**config.mk**
```make
export PLATFORM = sky130hd
export DESIGN_NAME = tluh_atomic_host
export DESIGN_NICKNAME = d
export VERILOG_FILES = /design/src/rtl/tluh_pkg.sv /design/src/rtl/tluh_atomic_host.sv
export SDC_FILE = /design/constraint.sdc
export NUM_CORES = 1
export LEC_CHECK = 0
export CAP_MARGIN = 20
export CORE_ASPECT_RATIO = 1.5
export CORE_UTILIZATION = 40
export CTS_CLUSTER_SIZE = 40
export DETAILED_ROUTE_END_ITERATION = 10
export GPL_TIMING_DRIVEN = 0
export PLACE_DENSITY = 0.83
export SYNTH_ARGS = -nofsm -noshare
export SYNTH_HDL_FRONTEND = slang
export SYNTH_SLANG_ARGS = --single-unit
```
**constraint.sdc**
```tcl
create_clock -name clk_i -period 3 [get_ports clk_i]
set_input_delay 0.6 -clock clk_i [delete_from_list [all_inputs] [get_ports clk_i]]
set_output_delay 0.6 -clock clk_i [all_outputs]
set_load 0.02 [all_outputs]
```
**src/rtl/tluh_pkg.sv**
```systemverilog
// ============================================================================
//  Module   : tluh_pkg
//  Brief    : Shared TL-UH atomic definitions: A-channel params, opcodes,
//             host FSM states and the command legality check.
//  Revision : 1.0  initial release
// ============================================================================
`default_nettype none

package tluh_pkg;

    typedef enum logic [2:0] {
        LOG_XOR  = 3'd0,
        LOG_OR   = 3'd1,
        LOG_AND  = 3'd2,
        LOG_SWAP = 3'd3
    } tluh_a_param_log;

    typedef enum logic [2:0] {
        ARITH_MIN  = 3'd0,
        ARITH_MAX  = 3'd1,
        ARITH_MINU = 3'd2,
        ARITH_MAXU = 3'd3,
        ARITH_ADD  = 3'd4
    } tluh_a_param_arith;

    localparam logic [2:0] c_LOGICAL_DATA    = 3'd3;
    localparam logic [2:0] c_ARITHMETIC_DATA = 3'd2;
    localparam logic [2:0] c_ACCESS_ACK_DATA = 3'd1;

    typedef enum logic [1:0] {
        ST_IDLE = 2'd0,
        ST_SEND = 2'd1,
        ST_WAIT = 2'd2,
        ST_RESP = 2'd3
    } tluh_state_e;

    // Arithmetic commands are only legal when the build carries that support.
    function automatic logic tluh_cmd_legal(input logic       arith,
                                            input logic [2:0] param,
                                            input logic       arith_en);
        if (arith) begin
            return arith_en && (param <= ARITH_ADD);
        end
        return param <= LOG_SWAP;
    endfunction

endpackage

`default_nettype wire

```
**src/rtl/tluh_atomic_host.sv**
```systemverilog
// ============================================================================
//  Module   : tluh_atomic_host
//  Brief    : Initiator-side TL-UH atomic engine, one outstanding transaction.
//             Define TLUH_ARITH_EN to enable ArithmeticData requests.
//  Revision : 1.0  initial release
// ============================================================================
`default_nettype none

module tluh_atomic_host
    import tluh_pkg::*;
#(
    parameter int               SRC_W     = 8,
    parameter logic [SRC_W-1:0] SOURCE_ID = '0
) (
    input  logic             clk_i,
    input  logic             rst_ni,

    input  logic             req_valid_i,
    output logic             req_ready_o,
    input  logic [31:0]      req_addr_i,
    input  logic [31:0]      req_wdata_i,
    input  logic             req_arith_i,
    input  logic [2:0]       req_param_i,

    output logic             rsp_valid_o,
    input  logic             rsp_ready_i,
    output logic [31:0]      rsp_rdata_o,
    output logic             rsp_err_o,

    output logic             tl_a_valid_o,
    input  logic             tl_a_ready_i,
    output logic [2:0]       tl_a_opcode_o,
    output logic [2:0]       tl_a_param_o,
    output logic [1:0]       tl_a_size_o,
    output logic [SRC_W-1:0] tl_a_source_o,
    output logic [31:0]      tl_a_address_o,
    output logic [3:0]       tl_a_mask_o,
    output logic [31:0]      tl_a_data_o,

    input  logic             tl_d_valid_i,
    output logic             tl_d_ready_o,
    input  logic [2:0]       tl_d_opcode_i,
    input  logic [SRC_W-1:0] tl_d_source_i,
    input  logic [31:0]      tl_d_data_i,
    input  logic             tl_d_error_i
);

`ifdef TLUH_ARITH_EN
    localparam logic c_ARITH_EN = 1'b1;
    logic [2:0] w_opcode;
    assign w_opcode = req_arith_i ? c_ARITHMETIC_DATA : c_LOGICAL_DATA;
`else
    localparam logic c_ARITH_EN = 1'b0;
    logic [2:0] w_opcode;
    assign w_opcode = c_LOGICAL_DATA;
`endif

    tluh_state_e r_state;
    tluh_state_e w_state_nxt;

    logic [31:0] r_addr;
    logic [31:0] r_wdata;
    logic [2:0]  r_opcode;
    logic [2:0]  r_param;
    logic [31:0] r_rdata;
    logic        r_err;

    logic w_legal;
    logic w_send;
    logic w_d_err;
    logic w_unused_addr;

    assign w_legal       = tluh_cmd_legal(req_arith_i, req_param_i, c_ARITH_EN);
    assign w_send        = (r_state == ST_SEND);
    assign w_unused_addr = ^req_addr_i[1:0];
    assign w_d_err       = tl_d_error_i
                         | (tl_d_opcode_i != c_ACCESS_ACK_DATA)
                         | (tl_d_source_i != SOURCE_ID);

    always_ff @(posedge clk_i) begin
        if (!rst_ni) begin
            r_state <= ST_IDLE;
        end else begin
            r_state <= w_state_nxt;
        end
    end

    // Handshake outputs decode from state alone, so no tl_* input reaches a tl_* output.
    always_comb begin
        w_state_nxt  = r_state;
        req_ready_o  = 1'b0;
        tl_a_valid_o = 1'b0;
        tl_d_ready_o = 1'b0;
        rsp_valid_o  = 1'b0;
        case (r_state)
            ST_IDLE: begin
                req_ready_o  = 1'b1;
                tl_d_ready_o = 1'b1;
                if (req_valid_i) begin
                    w_state_nxt = w_legal ? ST_SEND : ST_RESP;
                end
            end
            ST_SEND: begin
                tl_a_valid_o = 1'b1;
                if (tl_a_ready_i) begin
                    w_state_nxt = ST_WAIT;
                end
            end
            ST_WAIT: begin
                tl_d_ready_o = 1'b1;
                if (tl_d_valid_i) begin
                    w_state_nxt = ST_RESP;
                end
            end
            ST_RESP: begin
                rsp_valid_o = 1'b1;
                if (rsp_ready_i) begin
                    w_state_nxt = ST_IDLE;
                end
            end
            default: w_state_nxt = ST_IDLE;
        endcase
    end

    always_ff @(posedge clk_i) begin
        if (!rst_ni) begin
            r_addr   <= '0;
            r_wdata  <= '0;
            r_opcode <= '0;
            r_param  <= '0;
            r_rdata  <= '0;
            r_err    <= 1'b0;
        end else begin
            if ((r_state == ST_IDLE) && req_valid_i) begin
                r_addr   <= {req_addr_i[31:2], 2'b00};
                r_wdata  <= req_wdata_i;
                r_opcode <= w_opcode;
                r_param  <= req_param_i;
                r_rdata  <= '0;
                r_err    <= ~w_legal;
            end
            if ((r_state == ST_WAIT) && tl_d_valid_i) begin
                r_rdata <= tl_d_data_i;
                r_err   <= w_d_err;
            end
        end
    end

    assign tl_a_opcode_o  = r_opcode;
    assign tl_a_param_o   = r_param;
    assign tl_a_address_o = r_addr;
    assign tl_a_data_o    = r_wdata;
    assign tl_a_size_o    = w_send ? 2'd2 : 2'd0;
    assign tl_a_mask_o    = w_send ? 4'hF : 4'h0;
    assign tl_a_source_o  = w_send ? SOURCE_ID : '0;

    assign rsp_rdata_o = r_rdata;
    assign rsp_err_o   = r_err;

endmodule

`default_nettype wire
```
; ---- Word-level counts from Yosys, hierarchy flattened
; Index checks and enable logic that the tools add are counted.
[classes]
add_sub_neg = 0
mul = 0
div = 0
order_cmp = 1
eq_ne = 8
shift = 0
mux = 19
bitwise_logic = 3
reduce_logical = 7
[ops]
columns = cell, n
row1 = $mux 32, 2
row2 = $mux 2, 6
row3 = $mux 1, 9
row4 = $ne 2x2->1 const B, 4
row5 = $pmux 2 s4, 1
row6 = $reduce_bool 8->1, 1
row7 = $eq 2x2->1 const B, 2
row8 = $mux 4, 1
row9 = $reduce_and 4->1, 1
row10 = $le 3x2->1 const B, 1
row11 = $ne 3x1->1 const B, 1
row12 = $eq 2x1->1 const B, 1
row13 = $logic_and 1x1->1, 2
row14 = $logic_not 2->1, 1
row15 = $or 1x1->1, 2
row16 = $reduce_bool 2->1, 1
row17 = $reduce_or 2->1, 1
row18 = $not 1->1, 1
[totals]
reg_bits = 101
latchBits = 0
ramBits = 0
rom_bits = 0
inputBits = 118
output_inout_bits = 121
elab_cells = 45
memories = 0

; ---- Logic depth before layout (Yosys ltp)
; Gate-level depths: netlist (run 1).
[logic_depth]
ltp_word = 5
mapped_depth = 8

; ---- Least setup slack after synthesis (run 1)
; No wires, ideal clock.
[synth_timing]
kind = flip-flop to output port
start = register r_state[0]
end = output port tl_d_ready_o
arrival_ps = 1121
path_slack_ps = 1279
path_stages_with_launch = 4
path_buffers = 0
cell_sequence = dfxtp_1 -> inv_1 -> ha_1 -> or2_2
[synth_via]
elab_chain_cells = 3
[synth_lines]
columns = element, line
row1 = start: declaration, tluh_atomic_host.sv:58  ; tluh_state_e r_state;
row2 = start signal: assignment, tluh_atomic_host.sv:84  ; r_state <= w_state_nxt;
row3 = $eq 2x2->1 / $logic_not 2->1 (equally long branches), tluh_atomic_host.sv:95  ; case (r_state)
row4 = $reduce_or 2->1 (no source line) *, --
row5 = $mux 1 *, tluh_atomic_host.sv:95
row6 = end: declaration, tluh_atomic_host.sv:41  ; output logic tl_d_ready_o,
; Every way passes the cells marked *; elsewhere a longest branch is shown, timed or not.

; ---- Worst setup path in the final report (run 1)
[layout_timing]
start = register r_state[1]
end = output port tl_d_ready_o
; Same word-level chain as after synthesis.

==> out/qor.tcl, run 1 <==
set qor(outcome) {complete, no violations}
set qor(clock_tree.root_cell) {sky130_fd_sc_hd__clkbuf_16}
set qor(vias_in_the_first_global_route) 3818
set qor(min_period_over_period_pct) 86.3
set qor(hold_class) {reg2reg}
set qor(cts_htree_levels) 3
set qor(diodes) 0
set qor(netSwitchingFraction_pct) 34.7
set qor(multiInputGateArea_mm2) 0.00168
set qor(cts_buffers) 9
set qor(share_seq_of_total_power_pct) 34.6
set qor(cts.sinks) 101
set qor(end_kind) {output pin}
set qor(fp.coreArea_mm2) 0.00963
set qor(internal_power_uw) 3140
set qor(worstPathArrival_ps) 1990
set qor(finalWeightedCongestion) 0.791
set qor(route.antenna.remaining_nets) 0
set qor(start_util_pct) 41.1
set qor(max_clock_freq_ghz) 0.386
set qor(drive_above_1_share_pct) 7.64
set qor(die-area_mm2) 0.0103
set qor(synth_area_leaders) {sky130_fd_sc_hd__dfxtp_1 (51%), sky130_fd_sc_hd__nand2_1 (13%), sky130_fd_sc_hd__a21boi_0 (6.6%)}
set qor(clockBufferDepth) 2
set qor(switching_power_uw) 1670
set qor(post_cts.resized_instances) 0
set qor(post_synth.cell_area_avg_um2) 8.92
set qor(synthesis.area_mm2) 0.00396
set qor(clockPowerShare_pct) 24.7
set qor(first_pass_grt_wire_length_mm) 18.2
set qor(number_of_i_o_pins) 239
set qor(tritoncts_clock_tree) {done}
set qor(peakVddDrop_mv) 0.455
set qor(routed_wire_length_per_instance_um) 14.5
set qor(worstRegToRegCells) 7
set qor(synth_top_cell_area_share_pct) 51.1
set qor(power.share.combinational_pct) 40.8
set qor(fin_worst_skew_ps) 9.52
set qor(rsz0062_at_grt) {false}
set qor(filler_cell_count) 760
set qor(postLayoutCoreUtil_pct) 69.4
set qor(postSynthCellCount) 444
set qor(rows) 44
set qor(synth_top_cell_by_area) {sky130_fd_sc_hd__dfxtp_1}
set qor(routed_wirelength_mm) 11.7
set qor(period_minus_slack_ps) 2590
set qor(ctsHoldBuffers) 0
set qor(iter_0_drt_violations) 140
set qor(cp_data_required_time_ps) 2400
set qor(dieHeight_um) 124
set qor(port_bufs) 223
set qor(cts.clk_slew.worst_paths_ps) 70
set qor(power_leakage_uw) 0.00250
set qor(finalSetupViolCount) 0
set qor(drcViolationCount) 0
set qor(global_route.usage.total_pct) 22.3
set qor(cts_post_setup_buffers_inserted) 0
set qor(route.detailed.vias_per_inst) 4.85
set qor(dominantRegCellSynth) {sky130_fd_sc_hd__dfxtp_1}
set qor(yosysUniqueCellTypes) 29
set qor(max_cap_violations) 0
set qor(antenna_found_initial) 0
set qor(yosys_register_bits) 101
set qor(yosysSeqAreaShare_pct) 51.1
set qor(ys_async_sr_fraction_pct) 0
set qor(whs_path_depth) 2
set qor(pin_count_of_the_biggest_net_entering_global_routing) 18
set qor(area_growth_pct) 68.8
set qor(max-slew-margin-rel_pct) 60.6
set qor(worst-setup-path-type) {reg2out}
set qor(pwr_cell_area_mw_per_mm2) 720
set qor(synth.cells.most_frequent) {sky130_fd_sc_hd__nand2_1 (133), sky130_fd_sc_hd__dfxtp_1 (101), sky130_fd_sc_hd__nor2b_1 (36), sky130_fd_sc_hd__a21boi_0 (35), sky130_fd_sc_hd__a22oi_1 (33)}
set qor(drt_pass1_iterations) 4
set qor(final_tns_setup_ps) 0
set qor(number_of_enable_type_register_cells_in_the_synthesized_netlist) 0
set qor(insertion_delay_ps) 340
set qor(timing_hold_violations_final) 0
set qor(synth.yosys.warnings) 0
set qor(slew_viol_final) 0
set qor(leading_cell_type_by_number_of_instances_after_synthesis) {sky130_fd_sc_hd__nand2_1}
set qor(chipWidth_um) 83.2
set qor(via_count) 3925
set qor(worst_slew_pin_slew_ps) 591
set qor(critPathLaunchType) {flip-flop}
set qor(crit_path_max_fanout) 9
set qor(holdWs_ps) 451
set qor(dp_hpwl_mm) 9.24
set qor(layout.area.seq_mm2) 0.00202
set qor(nets) 811
set qor(grt_overflow) 0
[cell usage in the layout, fill, tap and decap left out, types with 2 or more instances in the layout]
| cell type | n |
|---|---|
| sky130_fd_sc_hd__nor2b_1 | 36 |
| sky130_fd_sc_hd__a22oi_1 | 33 |
| sky130_fd_sc_hd__a21boi_1 | 30 |
| sky130_fd_sc_hd__ha_1 | 4 |
| sky130_fd_sc_hd__clkdlybuf4s50_1 | 223 |
| sky130_fd_sc_hd__buf_4 | 22 |
| sky130_fd_sc_hd__and2_1 | 2 |
| sky130_fd_sc_hd__buf_1 | 2 |
| sky130_fd_sc_hd__clkbuf_1 | 14 |
| sky130_fd_sc_hd__inv_1 | 2 |
| sky130_fd_sc_hd__conb_1 | 12 |
| sky130_fd_sc_hd__nand2_1 | 133 |
| sky130_fd_sc_hd__inv_6 | 2 |
| sky130_fd_sc_hd__nor4_1 | 2 |
| sky130_fd_sc_hd__a21boi_0 | 35 |
| sky130_fd_sc_hd__buf_2 | 13 |
| sky130_fd_sc_hd__clkbuf_16 | 9 |
| sky130_fd_sc_hd__dfxtp_1 | 101 |
[worst max-delay path, stage by stage (launching register included)]
cell	delay (ps)
sky130_fd_sc_hd__dfxtp_1	410
sky130_fd_sc_hd__inv_1	90
sky130_fd_sc_hd__ha_1	290
sky130_fd_sc_hd__or2_2	320
sky130_fd_sc_hd__clkdlybuf4s50_1	550
[cell type report]
cell class,instances,area share (%)
Buffer,51,4.34
Clock buffer,10,3.57
Clock inverter,6,1.03
Inverter,2,0.112
Multi-Input combinational cell,301,25.2
Sequential cell,101,30.2
Tap cell,115,2.15
Timing Repair Buffer,223,33.4
[routing by layer]
layer	wire length [µm]	global-route usage, %	vias to the layer above
met5	0	0	-
met3	768	5.90	21
met4	295	9.05	0
met2	6320	43.3	166
met1	4310	22.5	1810
li1	-	-	1928
[per-stage QoR]
| step | cell area [µm²] | total power, µW | worst slack, ps | cells |
|---|---|---|---|---|
| floorplan | 4000 | 2780 | 1280 | 455 |
| global placement | 6380 | 3610 | 827 | 793 |
| detailed placement | 6380 | 3660 | 720 | 793 |
| CTS | 6690 | 4850 | 400 | 809 |
| global route | 6690 | 5070 | 305 | 809 |
| finish | 6690 | 4810 | 410 | 809 |
[path summary, 6_finish.rpt]
| kind | endpoint | slack, ps | start |
|---|---|---|---|
| hold reg to reg | tl_a_address_o[16] | 450 | tl_a_address_o[16] |
| hold / removal | tl_a_address_o[16] | 450 | tl_a_address_o[16] |
| setup reg to reg | tl_a_param_o[2] | 1040 | r_state[1] |
| setup / recovery | tl_d_ready_o | 410 | r_state[1] |
[power groups by stage]
stage          registers (µW)  clock network [µW]  logic (µW)
2_1_floorplan            1910                   0         870
3_3_place_gp             1680                   0        1930
3_5_place_dp             1690                   0        1970
4_1_cts                  1660                1210        1980
5_1_grt                  1690                1270        2120
6_report                 1660                1190        1960
[registers in the layout, summed over array words and instances (netlist names)]
register and count:
r_state 2, rsp_err_o 1, rsp_rdata_o 32, tl_a_address_o 30, tl_a_data_o 32, tl_a_opcode_o 1
tl_a_param_o 3
[kinds of logic (layout without fill, tap and decap cells)]
kind of cell | count (synthesis) | after routing | synth area share, %
adder cells (fa/ha/maj) | 4 | 4 | 1.26
AND/OR/NAND/NOR | 180 | 180 | 20.2
other | 1 | 12 | 0.0947
flip-flops | 101 | 101 | 51.1
buffers and inverters | 53 | 292 | 7.52
multiplexers | 1 | 1 | 0.253
AO/OA/AOI/OAI | 104 | 104 | 19.6
Note: power is estimated with default switching activity, not from simulation.
==> inputs of run 2 (changes only) <==
--- a/config.mk
+++ b/config.mk
@@ -7,6 +7,7 @@
 export LEC_CHECK = 0
 export CAP_MARGIN = 20
 export CORE_ASPECT_RATIO = 1.5
+export CORE_MARGIN = 2
 export CORE_UTILIZATION = 40
 export CTS_CLUSTER_SIZE = 40
 export DETAILED_ROUTE_END_ITERATION = 10
==> out/qor.tcl, run 2 (same netlist as run 1, synthesis figures left out) <==
set qor(hold_class) {reg2reg}
set qor(worstRegToRegCells) 7 ;# unchanged
set qor(die-area_mm2) 0.0107 ;# +4.1%
set qor(global_route.usage.total_pct) 21.7 ;# -0.58 points
set qor(post_cts.resized_instances) 0 ;# unchanged
set qor(timing.reg2reg.setup_slack_ps) 1150 ;# +110 ps
set qor(timing_hold_violations_final) 0 ;# unchanged
set qor(layout.area.seq_mm2) 0.00202 ;# unchanged
set qor(power.share.combinational_pct) 41.7 ;# +0.9 points
set qor(max_clock_freq_ghz) 0.390 ;# +1.0%
set qor(route.detailed.vias_per_inst) 4.83 ;# -0.48%
set qor(vias_in_the_first_global_route) 3912 ;# +2.5%
set qor(rows) 44 ;# unchanged
set qor(met3_usage_pct) 6.42 ;# +0.52 points
set qor(outcome) {complete, no violations}
set qor(fin_worst_skew_ps) 8.39 ;# -1.13 ps
set qor(area_growth_pct) 68.1
set qor(endpoint_of_the_worst_hold_timing_path) {tl_a_address_o[10]}
set qor(max_cap_violations) 0 ;# unchanged
set qor(numPlacedInstances) 793 ;# unchanged
set qor(chipWidth_um) 85.2 ;# +2.4%
set qor(first_pass_grt_wire_length_mm) 18.8 ;# +3.0%
set qor(max-slew-margin-rel_pct) 60.6 ;# about the same
set qor(timing.hold.worst.start) {tl_a_address_o[10]}
set qor(clock_tree.root_cell) {sky130_fd_sc_hd__clkbuf_16}
set qor(crit_path_max_fanout) 9 ;# unchanged
set qor(r2r_end) {tl_a_address_o[7]}
set qor(gr-usage-met2_pct) 40.6 ;# -2.7 points
set qor(nets) 811 ;# unchanged
set qor(iter_0_drt_violations) 112 ;# -20%
set qor(cp_data_required_time_ps) 2400 ;# about the same
set qor(whs_path_depth) 2 ;# unchanged
set qor(pwr_cell_area_mw_per_mm2) 708 ;# -1.6%
set qor(global_route_met1_usage_pct) 22.4 ;# -0.071 points
set qor(dieHeight_um) 126 ;# +1.6%
set qor(drive_above_1_share_pct) 7.35 ;# -0.29 points
set qor(routed_wirelength_mm) 11.9 ;# +1.5%
set qor(r2r-start) {r_state[1]}
set qor(cts_htree_levels) 3 ;# unchanged
set qor(finalWeightedCongestion) 0.767 ;# -3.0%
set qor(insertion_delay_ps) 330 ;# about the same
set qor(dp_hpwl_mm) 9.38 ;# +1.5%
set qor(number_of_i_o_pins) 239 ;# unchanged
set qor(critPathLaunchType) {flip-flop}
set qor(power_leakage_uw) 0.00249 ;# -0.38%
set qor(cts.sinks) 101 ;# unchanged
set qor(worst-setup-path-type) {reg2out}
set qor(netSwitchingFraction_pct) 34.7 ;# +0.059 points
set qor(start_util_pct) 41.1 ;# unchanged
set qor(internal_power_uw) 3080 ;# -2.1%
set qor(cts_buffers) 9 ;# unchanged
set qor(port_bufs) 223 ;# unchanged
set qor(drcViolationCount) 0 ;# unchanged
set qor(preCtsSetupSlack_ps) 797 ;# +77.1 ps
set qor(peakVddDrop_mv) 0.431 ;# -5.4%
set qor(period_minus_slack_ps) 2560 ;# -25.8 ps
set qor(routed_wire_length_per_instance_um) 14.7 ;# +1.5%
set qor(rsz0062_at_grt) {false}
set qor(power_uw) 4720 ;# -2.0%
set qor(ctsHoldBuffers) 0 ;# unchanged
set qor(end_kind) {output pin}
set qor(grt_overflow) 0 ;# unchanged
set qor(cts_post_setup_buffers_inserted) 0 ;# unchanged
set qor(most_frequent_cells_in_the_layout) {sky130_fd_sc_hd__clkdlybuf4s50_1 (223), sky130_fd_sc_hd__nand2_1 (133), sky130_fd_sc_hd__dfxtp_1 (101), sky130_fd_sc_hd__nor2b_1 (36), sky130_fd_sc_hd__a21boi_0 (35)}
set qor(tritoncts_clock_tree) {done}
set qor(grt-busiest-layer) {met2}
set qor(clockPowerShare_pct) 23.0 ;# -1.7 points
set qor(min_period_over_period_pct) 85.5 ;# -0.86 points
set qor(final_tns_setup_ps) 0 ;# unchanged
set qor(pin_count_of_the_biggest_net_entering_global_routing) 16 ;# -2
set qor(finalSetupViolCount) 0 ;# unchanged
set qor(cts.clk_slew.worst_paths_ps) 70 ;# about the same
set qor(route.antenna.remaining_nets) 0 ;# unchanged
set qor(slew_viol_final) 0 ;# unchanged
set qor(fp.coreArea_mm2) 0.00963 ;# unchanged
set qor(antenna_found_initial) 0 ;# unchanged
set qor(finalWorstSetupSlack_ps) 436 ;# +25.8 ps
set qor(multiInputGateArea_mm2) 0.00168 ;# unchanged
set qor(worst_slew_pin_slew_ps) 590 ;# -0.639 ps
set qor(filler_cell_count) 752 ;# -1.1%
set qor(layout.cells.non_filler) 809 ;# unchanged
set qor(via_count) 3906 ;# -0.48%
set qor(switching_power_uw) 1640 ;# -1.8%
set qor(share_seq_of_total_power_pct) 35.3 ;# +0.7 points
set qor(clockBufferDepth) 2 ;# unchanged
set qor(postLayoutCoreUtil_pct) 69.1 ;# -0.30 points
set qor(diodes) 0 ;# unchanged
set qor(worstPathArrival_ps) 1960 ;# -30 ps
set qor(layout_commonest_cell) {sky130_fd_sc_hd__clkdlybuf4s50_1}
set qor(drt_pass1_iterations) 4 ;# unchanged
run 2: worst max path at each step:
| stage | depth (start not counted) | from | endpoint |
|---|---|---|---|
| finish | 4 | r_state[1] | tl_d_ready_o |
| global route | 4 | r_state[1] | tl_d_ready_o |
| CTS | 4 | r_state[1] | tl_d_ready_o |
| detailed placement | 4 | r_state[0] | tl_d_ready_o |
| global placement | 4 | r_state[1] | tl_d_ready_o |
| floorplan | 3 | r_state[0] | tl_d_ready_o |
run 2: area by class of cell:
type | count | share of cell area (%)
Timing Repair Buffer | 223 | 33.5
Inverter | 2 | 0.113
Clock inverter | 3 | 0.282
Sequential cell | 101 | 30.4
Clock buffer | 13 | 3.91
Multi-Input combinational cell | 301 | 25.3
Tap cell | 115 | 2.16
Buffer | 51 | 4.36
run 2: metal layers:
| metal | up-vias | part of all wire, % |
|---|---|---|
| li1 | 1921 | - |
| met4 | 0 | 2.4 |
| met5 | - | 0 |
| met1 | 1790 | 37 |
| met2 | 175 | 54 |
| met3 | 20 | 7.5 |
run 2: critical path, stage by stage, from the launching register on:
cell	delay [ps]
sky130_fd_sc_hd__dfxtp_1	390
sky130_fd_sc_hd__inv_1	80
sky130_fd_sc_hd__ha_1	280
sky130_fd_sc_hd__or2_2	320
sky130_fd_sc_hd__clkdlybuf4s50_1	560
run 2: power groups by stage:
| stage | logic, µW | clock network [µW] | registers [µW] |
|---|---|---|---|
| floorplan | 870 | 0 | 1910 |
| global placement | 1930 | 0 | 1680 |
| detailed placement | 1970 | 0 | 1690 |
| CTS | 1980 | 1120 | 1670 |
| global route | 2140 | 1160 | 1690 |
| finish | 1970 | 1080 | 1660 |
run 2: metrics by stage:
step / hold WS (ps) / cell area [µm²]
6_report: 449 / 6660
5_1_grt: 477 / 6660
4_1_cts: 455 / 6660
2_1_floorplan: 471 / 4000
3_3_place_gp: 440 / 6380
3_5_place_dp: 445 / 6380
==> inputs of run 3 (changes only) <==
--- a/config.mk
+++ b/config.mk
@@ -7,12 +7,11 @@
 export LEC_CHECK = 0
 export CAP_MARGIN = 20
 export CORE_ASPECT_RATIO = 1.5
-export CORE_MARGIN = 2
-export CORE_UTILIZATION = 40
+export CORE_UTILIZATION = 34
 export CTS_CLUSTER_SIZE = 40
 export DETAILED_ROUTE_END_ITERATION = 10
 export GPL_TIMING_DRIVEN = 0
-export PLACE_DENSITY = 0.83
+export PLACE_DENSITY = 0.75
 export SYNTH_ARGS = -nofsm -noshare
 export SYNTH_HDL_FRONTEND = slang
 export SYNTH_SLANG_ARGS = --single-unit
==> constraint.sdc (replaced) <==
create_clock -name clk_i -period 2.1 [get_ports clk_i]
set_input_delay 0.42 -clock clk_i [delete_from_list [all_inputs] [get_ports clk_i]]
set_output_delay 0.42 -clock clk_i [all_outputs]
set_load 0.02 [all_outputs]
==> out/qor.tcl, run 3 (same netlist as run 1, synthesis figures left out) <==
set qor(outcome) {complete, no violations}
set qor(routed_wire_length_per_instance_um) 14.3 ;# -2.8%
set qor(dieHeight_um) 134 ;# +6.6%
set qor(crit_path_max_fanout) 9 ;# unchanged
set qor(area_growth_pct) 68.6
set qor(clockPowerShare_pct) 22.8 ;# -0.2 points
set qor(timing_hold_violations_final) 0 ;# unchanged
set qor(number_of_i_o_pins) 239 ;# unchanged
set qor(tritoncts_clock_tree) {done}
set qor(slew_viol_final) 0 ;# unchanged
set qor(hold_class) {reg2reg}
set qor(nets) 811 ;# unchanged
set qor(clock_tree.root_cell) {sky130_fd_sc_hd__clkbuf_16}
set qor(insertion_delay_ps) 340 ;# about the same
set qor(min_period_over_period_pct) 91.7
set qor(most_frequent_cells_in_the_layout) {sky130_fd_sc_hd__clkdlybuf4s50_1 (215), sky130_fd_sc_hd__nand2_1 (133), sky130_fd_sc_hd__dfxtp_1 (100), sky130_fd_sc_hd__nor2b_1 (36), sky130_fd_sc_hd__a21boi_0 (35)}
set qor(finalWeightedCongestion) 0.752 ;# -1.9%
set qor(routed_wirelength_mm) 12.0 ;# +0.90%
set qor(cts.sinks) 101 ;# unchanged
set qor(global_route.usage.total_pct) 20.1 ;# -1.7 points
set qor(worstPathArrival_ps) 1510 ;# -450 ps
set qor(critical_path.n_buffers_inverters) 2 ;# unchanged
set qor(power.share.combinational_pct) 41.5 ;# -0.2 points
set qor(cts_htree_levels) 3 ;# unchanged
set qor(timing.critical_path.slowest_stage_cell) {sky130_fd_sc_hd__dfxtp_1}
set qor(cts_buffers) 9 ;# unchanged
set qor(chipWidth_um) 90.1 ;# +5.7%
set qor(die-area_mm2) 0.0121 ;# +13%
set qor(layout_commonest_cell) {sky130_fd_sc_hd__clkdlybuf4s50_1}
set qor(iter_0_drt_violations) 93 ;# -17%
set qor(holdWs_ps) 450 ;# +0.843 ps
set qor(port_bufs) 223 ;# unchanged
set qor(crit_path_max_incr_delay_ps) 360 ;# -200 ps
set qor(postPlaceCellArea_mm2) 0.00642 ;# +0.63%
set qor(pwr_cell_area_mw_per_mm2) 996 ;# +41%
set qor(power_leakage_uw) 0.00250 ;# about the same
set qor(ctsHoldBuffers) 0 ;# unchanged
set qor(start_util_pct) 35.4 ;# -5.7 points
set qor(finalSetupViolCount) 0 ;# unchanged
set qor(drive_above_1_share_pct) 7.94 ;# +0.59 points
set qor(fp.coreArea_mm2) 0.0112 ;# +16%
set qor(route.detailed.vias_per_inst) 4.61 ;# -4.5%
set qor(vias_in_the_first_global_route) 4029 ;# +3.0%
set qor(period_minus_slack_ps) 1930
set qor(rows) 47 ;# +6.8%
set qor(switching_power_uw) 2370 ;# +45%
set qor(critical_path_depth) 4 ;# unchanged
set qor(drt_pass1_iterations) 4 ;# unchanged
set qor(fin_worst_skew_ps) 8.05 ;# -0.333 ps
set qor(route.antenna.remaining_nets) 0 ;# unchanged
set qor(final_tns_setup_ps) 0 ;# unchanged
set qor(max-slew-margin-rel_pct) 64.0 ;# +3.4 points
set qor(pin_count_of_the_biggest_net_entering_global_routing) 17 ;# +1
set qor(whs_path_depth) 2 ;# unchanged
set qor(antenna_found_initial) 0 ;# unchanged
set qor(grt_overflow) 0 ;# unchanged
set qor(cp_cell_sequence) {inv_1, ha_2, or2_2, clkbuf_2}
set qor(peakVddDrop_mv) 0.554 ;# +29%
set qor(max_clock_freq_ghz) 0.519
set qor(power_uw) 6650 ;# +41%
set qor(worst_slew_pin_slew_ps) 540 ;# -50.7 ps
set qor(first_pass_grt_wire_length_mm) 19.3 ;# +3.1%
set qor(internal_power_uw) 4270 ;# +39%
set qor(cpLargestDelayFamily) {flip-flops}
set qor(fin_area_mm2) 0.00668 ;# +0.28%
set qor(rsz0062_at_grt) {false}
set qor(end_kind) {output pin}
set qor(share_seq_of_total_power_pct) 35.7 ;# +0.4 points
set qor(cts_post_setup_buffers_inserted) 0 ;# unchanged
set qor(worst-setup-path-type) {reg2out}
set qor(cts.clk_slew.worst_paths_ps) 70 ;# about the same
set qor(postLayoutCoreUtil_pct) 59.7 ;# -9.3 points
set qor(dp_hpwl_mm) 9.48 ;# +1.0%
set qor(diodes) 0 ;# unchanged
set qor(critPathLaunchType) {flip-flop}
set qor(drcViolationCount) 0 ;# unchanged
set qor(worstRegToRegCells) 6 ;# -1
set qor(clockBufferDepth) 2 ;# unchanged
set qor(via_count) 3874 ;# -0.82%
set qor(netSwitchingFraction_pct) 35.7 ;# +0.99 points
set qor(max_cap_violations) 0 ;# unchanged
set qor(cp_data_required_time_ps) 1680 ;# -720 ps
## run 3: changes by cell type in the layout (fill, tap and decap cells not counted), sizes merged
cell / change
clkbuf: -2
clkinvlp: +3
clkdlybuf4s50: -8
dlygate4sd2: +7
clkinv: -1
## run 3: worst min-delay path: stages, from the launching register on
cell	delay (ps)
sky130_fd_sc_hd__dfxtp_1	310
sky130_fd_sc_hd__nand2_1	50
sky130_fd_sc_hd__a21boi_1	50
## run 3: power by group through the flow
| stage | Clock [µW] | Sequential, µW | Combinational (µW) |
|---|---|---|---|
| after floorplan | 0 | 2730 | 1240 |
| after global placement | 0 | 2400 | 2770 |
| after detailed placement | 0 | 2410 | 2830 |
| after CTS | 1560 | 2380 | 2790 |
| after global routing | 1630 | 2410 | 3000 |
| final | 1520 | 2370 | 2760 |
## run 3: cell type report
cell class,instances,area [µm²]
plain buffers,51,290
clock buffers,10,229
clock inverters,5,36.3
fillers,1016,4500
inverters,2,7.51
multi-input cells,301,1690
flip-flops and latches,101,2020
well taps,147,184
repair buffers,223,2220
## run 3: through the flow
stage	setup slack, ps	cells
3_3_place_gp	95.0	825
3_5_place_dp	78.8	825
4_1_cts	0.676	840
6_report	174	840
2_1_floorplan	439	455
5_1_grt	106	840
## run 3: what timing repair did
action	CTS	global route
gates resized for setup	11	2
cloned	0	0
setup endpoints to repair	8	1
## run 3: per-layer routing
metal / vias up / routed length [µm] / GRT usage [%] / share of wire (%)
met1: 1783 / 4350 / 20.1 / 36
met3: 14 / 790 / 4.48 / 6.6
li1: 1922 / - / - / -
met2: 155 / 6590 / 38.8 / 55
met4: 0 / 246 / 9.32 / 2.1
met5: - / 0 / 0 / 0
## run 3: worst paths after layout
path	startpoint	endpoint	slack, ps
worst max register to register	r_state[0]	rsp_rdata_o[12]	320
worst max-delay path	r_state[0]	tl_d_ready_o	170
worst min-delay path	tl_a_data_o[26]	tl_a_data_o[26]	450
worst min register to register	tl_a_data_o[26]	tl_a_data_o[26]	450
